===== config.mk =====
export PLATFORM = sky130hd
export DESIGN_NAME = fft_peak_detector
export DESIGN_NICKNAME = d
export VERILOG_FILES = /design/src/rtl/fft_pkg.sv /design/src/rtl/mag_sq.sv /design/src/rtl/fft_peak_detector.sv
export SDC_FILE = /design/constraint.sdc
export NUM_CORES = 2
export LEC_CHECK = 0
export BUFFER_PORTS_ARGS = -buffer_cell sky130_fd_sc_hd__buf_2
export CAP_MARGIN = 30
export CORE_UTILIZATION = 50
export CTS_CLUSTER_SIZE = 16
export DETAILED_ROUTE_END_ITERATION = 10
export HOLD_SLACK_MARGIN = 0.12
export PLACE_DENSITY = 0.69
export RECOVER_POWER = 100
export SLEW_MARGIN = 30
export SYNTH_ARGS = -nofsm -noshare
export SYNTH_HDL_FRONTEND = slang
export SYNTH_HIERARCHICAL = 1
export SYNTH_SLANG_ARGS = --single-unit

===== constraint.sdc =====
create_clock -name clk -period 11.7 [get_ports clk]
set_clock_uncertainty 0.1 [all_clocks]
set_input_delay 0.585 -clock clk [delete_from_list [all_inputs] [get_ports clk]]
set_output_delay 0.585 -clock clk [all_outputs]
set_load 0.1 [all_outputs]

===== src/rtl/fft_pkg.sv =====
// Shared FFT constants and framing types for fft_wrapper and its downstream peak detector.
package fft_pkg;
   localparam int unsigned DEF_DATA_W  = 25;
   localparam int unsigned DEF_FFT_LEN = 1024;
   localparam int unsigned DEF_BIN_W   = 10;
   localparam int unsigned DEF_MAG_W   = 2 * DEF_DATA_W;

   typedef enum logic {
      IDLE  = 1'b0,
      FRAME = 1'b1
   } state_t;

   // Frame tags carried alongside each beat through the magnitude pipeline
   typedef struct packed {
      logic sop;
      logic eop;
   } tag_t;
endpackage


===== src/rtl/mag_sq.sv =====
// Two-stage squared-magnitude pipeline: S1 squares re/im, S2 sums them.
// Valid, frame tags and bin index ride along so they stay aligned with the data.
module mag_sq
   import fft_pkg::*;
#(
   parameter int unsigned DATA_W = DEF_DATA_W,
   parameter int unsigned BIN_W  = DEF_BIN_W
) (
   input  logic                     clk,
   input  logic                     reset,
   input  logic                     i_valid,
   input  tag_t                     i_tag,
   input  logic [BIN_W-1:0]         i_bin,
   input  logic signed [DATA_W-1:0] i_real,
   input  logic signed [DATA_W-1:0] i_imag,
   output logic                     o_valid,
   output tag_t                     o_tag,
   output logic [BIN_W-1:0]         o_bin,
   output logic [2*DATA_W-1:0]      o_mag
);
   localparam int unsigned MAG_W = 2 * DATA_W;

   logic signed [MAG_W-1:0] w_re_ext, w_im_ext;
   logic                    r_s1_valid, r_s2_valid;
   tag_t                    r_s1_tag, r_s2_tag;
   logic [BIN_W-1:0]        r_s1_bin, r_s2_bin;
   logic signed [MAG_W-1:0] r_s1_re_sq, r_s1_im_sq;
   logic [MAG_W-1:0]        r_s2_mag;

   assign w_re_ext = {{DATA_W{i_real[DATA_W-1]}}, i_real};
   assign w_im_ext = {{DATA_W{i_imag[DATA_W-1]}}, i_imag};

   // Squares are non-negative, so the unsigned sum holds the 2^49 worst case
   always_ff @(posedge clk) begin
      if (reset) begin
         r_s1_valid <= 1'b0;
         r_s1_tag   <= '0;
         r_s1_bin   <= '0;
         r_s1_re_sq <= '0;
         r_s1_im_sq <= '0;
         r_s2_valid <= 1'b0;
         r_s2_tag   <= '0;
         r_s2_bin   <= '0;
         r_s2_mag   <= '0;
      end else begin
         r_s1_valid <= i_valid;
         r_s1_tag   <= i_tag;
         r_s1_bin   <= i_bin;
         r_s1_re_sq <= w_re_ext * w_re_ext;
         r_s1_im_sq <= w_im_ext * w_im_ext;
         r_s2_valid <= r_s1_valid;
         r_s2_tag   <= r_s1_tag;
         r_s2_bin   <= r_s1_bin;
         r_s2_mag   <= $unsigned(r_s1_re_sq) + $unsigned(r_s1_im_sq);
      end
   end

   assign o_valid = r_s2_valid;
   assign o_tag   = r_s2_tag;
   assign o_bin   = r_s2_bin;
   assign o_mag   = r_s2_mag;
endmodule


===== src/rtl/fft_peak_detector.sv =====
// Tracks the strongest bin of each FFT output frame and reports it once per good frame;
// malformed frames raise frame_err instead.
module fft_peak_detector
   import fft_pkg::*;
#(
   parameter int unsigned DATA_W  = DEF_DATA_W,
   parameter int unsigned FFT_LEN = DEF_FFT_LEN,
   parameter int unsigned BIN_W   = DEF_BIN_W,
   parameter int unsigned MIN_BIN = 1,
   parameter int unsigned MAX_BIN = 511
) (
   input  logic                     clk,
   input  logic                     reset,
   input  logic                     in_valid,
   input  logic                     in_sop,
   input  logic                     in_eop,
   input  logic signed [DATA_W-1:0] in_real,
   input  logic signed [DATA_W-1:0] in_imag,
   output logic                     peak_valid,
   output logic [BIN_W-1:0]         peak_bin,
   output logic [2*DATA_W-1:0]      peak_mag,
   output logic                     frame_err
);
   localparam int unsigned      MAG_W    = 2 * DATA_W;
   localparam logic [BIN_W-1:0] LAST_BIN = BIN_W'(FFT_LEN - 1);
   localparam logic [BIN_W-1:0] LO_BIN   = BIN_W'(MIN_BIN);
   localparam logic [BIN_W-1:0] HI_BIN   = BIN_W'(MAX_BIN);

   logic                     r_in_valid, r_in_sop, r_in_eop;
   logic signed [DATA_W-1:0] r_in_real, r_in_imag;
   state_t                   r_state, w_state_nxt;
   logic [BIN_W-1:0]         r_bin, w_bin;
   logic                     w_active, w_good, w_err;
   tag_t                     w_tag;

   always_ff @(posedge clk) begin
      if (reset) begin
         r_in_valid <= 1'b0;
         r_in_sop   <= 1'b0;
         r_in_eop   <= 1'b0;
         r_in_real  <= '0;
         r_in_imag  <= '0;
      end else begin
         r_in_valid <= in_valid;
         r_in_sop   <= in_valid & in_sop;
         r_in_eop   <= in_valid & in_eop;
         r_in_real  <= in_real;
         r_in_imag  <= in_imag;
      end
   end

   // Framing decisions for the beat sitting in the input register
   always_comb begin
      w_state_nxt = r_state;
      w_bin       = r_bin + BIN_W'(1);
      w_active    = 1'b0;
      w_good      = 1'b0;
      w_err       = 1'b0;
      if (r_in_valid) begin
         if (r_in_sop) begin
            w_bin    = '0;
            w_active = 1'b1;
            w_err    = (r_state == FRAME);
         end else if (r_state == FRAME) begin
            w_active = 1'b1;
         end
         if (w_active) begin
            if (r_in_eop) begin
               w_state_nxt = IDLE;
               if (w_bin == LAST_BIN) w_good = 1'b1;
               else                   w_err  = 1'b1;
            end else if (w_bin == LAST_BIN) begin
               w_state_nxt = IDLE;
               w_err       = 1'b1;
            end else begin
               w_state_nxt = FRAME;
            end
         end
      end
   end

   always_ff @(posedge clk) begin
      if (reset) begin
         r_state   <= IDLE;
         r_bin     <= '0;
         frame_err <= 1'b0;
      end else begin
         r_state   <= w_state_nxt;
         frame_err <= w_err;
         if (w_active) r_bin <= w_bin;
      end
   end

   // Only a well-formed end of frame is tagged eop downstream
   assign w_tag = '{sop: r_in_sop, eop: w_good};

   logic             w_s2_valid;
   tag_t             w_s2_tag;
   logic [BIN_W-1:0] w_s2_bin;
   logic [MAG_W-1:0] w_s2_mag;

   mag_sq #(
      .DATA_W (DATA_W),
      .BIN_W  (BIN_W)
   ) u_mag_sq (
      .clk     (clk),
      .reset   (reset),
      .i_valid (w_active),
      .i_tag   (w_tag),
      .i_bin   (w_bin),
      .i_real  (r_in_real),
      .i_imag  (r_in_imag),
      .o_valid (w_s2_valid),
      .o_tag   (w_s2_tag),
      .o_bin   (w_s2_bin),
      .o_mag   (w_s2_mag)
   );

   logic             r_have;
   logic [MAG_W-1:0] r_max, w_best_mag;
   logic [BIN_W-1:0] r_max_bin, w_best_bin;
   logic             w_in_range, w_have, w_take;

   // sop restarts the search; strict compare keeps the lowest bin on ties
   always_comb begin
      w_in_range = (w_s2_bin >= LO_BIN) && (w_s2_bin <= HI_BIN);
      w_have     = r_have & ~w_s2_tag.sop;
      w_take     = w_s2_valid & w_in_range & (~w_have | (w_s2_mag > r_max));
      w_best_mag = w_take ? w_s2_mag : r_max;
      w_best_bin = w_take ? w_s2_bin : r_max_bin;
   end

   always_ff @(posedge clk) begin
      if (reset) begin
         r_have     <= 1'b0;
         r_max      <= '0;
         r_max_bin  <= '0;
         peak_valid <= 1'b0;
         peak_bin   <= '0;
         peak_mag   <= '0;
      end else begin
         peak_valid <= 1'b0;
         if (w_s2_valid) begin
            r_have    <= w_have | w_take;
            r_max     <= w_best_mag;
            r_max_bin <= w_best_bin;
            if (w_s2_tag.eop) begin
               peak_valid <= 1'b1;
               peak_bin   <= w_best_bin;
               peak_mag   <= w_best_mag;
            end
         end
      end
   end
endmodule


After elaboration in Yosys (flattened, before gate mapping)
Cells that the tools add are included.

Flip-flop bits (word level): 363. Bits of input ports: 55. Logic and storage cells: 70.

Add/sub/neg operators: 2. $mul: 2. $lt $le $gt $ge: 3. Equality and inequality tests: 1. Multiplexer cells: 18. Bitwise gates (word level): 13. Reduce and logical (&&, ||, !) cells: 6.

Operators with widths (number): $mul A25 B25 Y50 (2); $add A50 B50 Y50 (1); $gt A50 B50 Y1 (1); $mux W50 (1); $mux W10 (4); $mux W1 (13); $add A10 B1 Y10 const B (1); $eq A10 B10 Y1 const B (1); $ge A10 B1 Y1 const B (1); $le A10 B9 Y1 const B (1); $not A1 Y1 (6); $and A1 B1 Y1 (5); $reduce_and A2 Y1 (2); $reduce_or A2 Y1 (2); $reduce_or A4 Y1 (1); $or A1 B1 Y1 (2); $logic_and A1 B1 Y1 (1).

Depth between registers and ports, before layout
Depth after elaboration: 7. Mapped depth: 29.

Modules after synthesis
The synthesis kept the hierarchy.

Modules (own cells, without submodules): mag_sq (times used 1, cells each 5074, area an instance 48235.0 um^2, sequential area each 3483.3 um^2); fft_peak_detector (times used 1, cells each 876, area an instance 7972.6 um^2, sequential area each 3743.6 um^2).

Worst setup path before layout
No wires, ideal clock.

Kind: flip-flop to flip-flop. From: register r_in_real[1]. To: register u_mag_sq.r_s1_re_sq[49]. Data arrival time: 7.073 ns. Setup slack: 4.400 ns. Cell stages (with the launch flop): 25. Cells stage by stage: dfxtp_1 clkbuf_1 clkbuf_1 nand2_1 inv_1 fa_1 fa_1 inv_1 fa_1 inv_1 fa_1 fa_1 fa_1 fa_1 ha_1 clkbuf_1 nand4_1 or3_1 o22ai_1 a21oi_1 o31ai_1 nor4_1 o21bai_1 xnor2_1 nor2_1.

Longest elaborated chain between the ends: 1.

Ends and longest elaborated chain: start: declaration (line fft_peak_detector.sv:30) `logic signed [DATA_W-1:0] r_in_real, r_in_imag;`; start signal: assignment (line fft_peak_detector.sv:47) `r_in_real <= in_real;`; $mul A25 B25 Y50 (line mag_sq.sv:49) `r_s1_re_sq <= w_re_ext * w_re_ext;`; end signal: assignment (line mag_sq.sv:49); end: declaration (line mag_sq.sv:27) `logic signed [MAG_W-1:0] r_s1_re_sq, r_s1_im_sq;`.

Every way passes these cells. A chain may end at the register's enable or synchronous reset.

Worst setup path in the final report
From: register r_in_real[9]. To: register u_mag_sq.r_s1_re_sq[46].

The elaborated chain is that of the path after synthesis.

==> metrics.yaml <==
end_kind: "flop"
tns_ps: 0
setup_viol_count_final: 0
fmax_mhz: 111.9
drive_above_1_share_pct: 4.167
rsz0062_at_grt: "no"
ys.flop_type: "dfxtp_1"
ys_seq_area_share_pct: 12.86
first_pass_iters: 6
rows: 122
grt_util_all_layers_pct: 24.25
port_buffers: 116
chipHeight_um: 337.3
place_inst: 7384
cts.clk_slew.worst_paths_ps: 60
slew_violations: 311
synth_edf_count: 0
place_congestion: 0.9359
dp_hpwl_mm: 106.5
avgRoutedWirePerCell_um: 17.73
min_path_type: "in -> reg"
worst_ep_required_time_ps: 11940
holdCritStartpoint: "in_real[3]"
dieWidth_um: 337.3
grt_pass1_vias: 42290
slew_headroom_pct: -230.8
fin_util_pct: 53.96
start_kind: "flop"
mappedNetlistArea_mm2: 0.05621
via_per_inst: 5.251
finalCriticalPeriod_ps: 8934
cts_tree: "yes"
p_per_area_mw_per_mm2: 203.6
syn_to_final_growth_pct: 6.674
grt_remaining_overflow: 0
antenna_found_initial: 0
final_nets: 7664
crit_arrival_ps: 9170
start_util_pct: 50.58
worst_pin_slew_ps: 4962
syn_nets: 7624
final_cell_area_mm2: 0.05996
grt_max_degree: 205
whs_ps: 151.6
clock_tree.htree_level_count: 2
async_reset_ff_share_pct: 0
worstPathMaxFanout: 21
routed_wl_mm: 133.2
syn_inst: 5950
crit_path_top_delay_cell: "a2111oi_0"
r2r_start: "r_in_real[9]"
grt_pass1_wl_mm: 217.4
insertion_delay_ps: 630
p_leak_nw: 30.74
cts_resized: 0
cts_buffers: 43
drv_cap: 2
slowest_delay_ps: 1060
dr_total_vias: 39450
instances_no_fill: 7513
fp.dieArea_mm2: 0.1138
violations: "capacitance limit, slew limit"
ant_nets: 0
drc_errors: 0
crit_start: "r_in_real[9]"
fin_crit_sh_pct: 76.36
cts_root_buffer: "clkbuf_16"
ys_types: 102
ir_worst_vdd_v: 0.0002207
ys_seq_elements: 361
avgSynthCellArea_um2: 9.447
path_class: "reg -> reg"
cts.path.max_buffers: 3
first_iter_violations: 2077
pin_count: 117
cp_cell_sequence: "inv_1 -> nor2_1 -> fa_1 -> fa_1 -> inv_1 -> fa_1 -> fa_1 -> inv_1 -> fa_1 -> fa_1 -> inv_1 -> fa_1 -> inv_1 -> ha_1 -> a21o_1 -> a21o_1 -> a21oi_1 -> o21ai_0 -> a2111oi_0 -> o31ai_1 -> a41oi_1 -> o21bai_1 -> xnor2_1 -> nor2_1"
yosysWarnings: 6
status: "finished, violations left"
cts_sinks: 361
dpl_cell_area_mm2: 0.05817
crit_family: "adder cells"
critPathMostFrequentCell: "fa_1"
hold_viol_final: 0
coreArea_mm2: 0.1111
cp_num_buf_inv: 5
## report_power, final
group	switching (mW)	internal (mW)	leakage, nW
registers	0.115	1.47	2.96
clock network	0.588	0.811	0.715
logic	5.53	3.70	27.1
total	6.23	5.98	30.7
## path summary, 6_finish.rpt
path	endpoint	slack, ps	cells after the start
setup / recovery	u_mag_sq/r_s1_re_sq[46]	2770	24
hold / removal	r_in_real[3]	150	2
hold reg to reg	u_mag_sq/o_bin[0]	330	1
setup reg to reg	u_mag_sq/r_s1_re_sq[46]	2770	24
## kinds of logic after synthesis
logic type | share of synthesized area, %
buffers and inverters | 11.45
adder cells (fa/ha/maj) | 52.26
AND/OR/NAND/NOR | 12.11
AO/OA/AOI/OAI | 8.414
flip-flops | 12.86
XOR/XNOR | 2.774
multiplexers | 0.1313
## sequential cells by signal, summed over array words and instances, names as in the netlist, 2 cells and up
| signal | count |
|---|---|
| peak_mag | 50 |
| r_max | 50 |
| u_mag_sq/o_mag | 50 |
| u_mag_sq/r_s1_im_sq | 49 |
| u_mag_sq/r_s1_re_sq | 49 |
| r_in_imag | 25 |
| r_in_real | 25 |
| peak_bin | 10 |
| r_bin | 10 |
| r_max_bin | 10 |
| u_mag_sq/o_bin | 10 |
| u_mag_sq/r_s1_bin | 10 |
| u_mag_sq/o_tag | 2 |
| u_mag_sq/r_s1_tag | 2 |
## cells in the final DEF, fill, tap and decap left out, types with 8 or more instances in the layout
| master | Yosys | final |
|---|---|---|
| inv_1 | 1467 | 1467 |
| fa_1 | 1213 | 1213 |
| nand2_1 | 458 | 458 |
| ha_1 | 406 | 406 |
| dfxtp_1 | 361 | 361 |
| nor2_1 | 318 | 318 |
| and2_1 | 241 | 237 |
| a21oi_1 | 222 | 222 |
| nor2b_1 | 144 | 144 |
| o21ai_0 | 127 | 131 |
| xnor2_1 | 106 | 106 |
| nand3_1 | 94 | 94 |
| a21o_1 | 87 | 87 |
| xor2_1 | 72 | 72 |
| clkbuf_1 | 198 | 69 |
| a311oi_1 | 54 | 55 |
| buf_4 | 2 | 54 |
| buf_2 | 13 | 53 |
| dlygate4sd3_1 | 0 | 49 |
| clkbuf_16 | 0 | 43 |
| nor3_1 | 32 | 32 |
| nand4_1 | 32 | 32 |
| nand2b_1 | 19 | 19 |
| o21bai_1 | 17 | 17 |
| o21a_1 | 17 | 16 |
| and3_1 | 16 | 16 |
| a211oi_1 | 13 | 14 |
| a31oi_1 | 13 | 13 |
| o21ai_2 | 13 | 12 |
| a311oi_2 | 11 | 10 |
| o211ai_1 | 9 | 10 |
| nor4_1 | 9 | 9 |
| clkbuf_8 | 0 | 9 |
| nor3b_1 | 8 | 8 |
| a41oi_1 | 7 | 8 |
## metrics by stage
step / setup WS [ps] / power [mW]
2_1_floorplan: 4400 / 8.567
3_3_place_gp: 3224 / 10.67
3_5_place_dp: 3386 / 10.79
4_1_cts: 3349 / 12.28
5_1_grt: 2361 / 13.50
6_report: 2766 / 12.21
## routing by layer
metal	share of wire [%]	vias to the layer above	global-route usage, %
li1	-	18070	-
met1	41	20130	30.65
met2	51	1001	43.32
met3	4.8	256	2.472
met4	3.3	0	7.930
met5	0	-	0
## layout make-up
cell class / instances / area [µm²]
Clock buffer: 58 / 1222
Multi-Input combinational cell: 3896 / 42490
Fill cell: 10100 / 51170
Sequential cell: 361 / 7227
Tap cell: 1488 / 1862
Antenna cell: 1 / 2.502
Clock inverter: 21 / 242.7
Timing Repair Buffer: 220 / 1403
Inverter: 1468 / 5510
## cells in the mapped netlist, drive strengths merged, types with 65 or more instances
| cell type | instances | share of area, % |
|---|---|---|
| ha | 406 | 9.0 |
| fa | 1213 | 43 |
| nand3 | 95 | 0.85 |
| clkbuf | 203 | 1.4 |
| nor2b | 145 | 1.6 |
| a21o | 87 | 1.2 |
| nand2 | 459 | 3.1 |
| xnor2 | 106 | 1.7 |
| nor2 | 318 | 2.1 |
| a311oi | 65 | 1.1 |
| dfxtp | 361 | 13 |
| a21oi | 222 | 2.0 |
| inv | 1467 | 9.8 |
| o21ai | 149 | 1.4 |
| and2 | 241 | 2.7 |
| xor2 | 72 | 1.1 |
## repair_timing
| action | 4_1_cts | 5_1_grt |
|---|---|---|
| buffers inserted | 0 | 0 |
| endpoints found under the hold margin | 49 | 0 |
| hold buffers | 49 | 0 |
No activity file was read; power rests on OpenSTA's default activity.
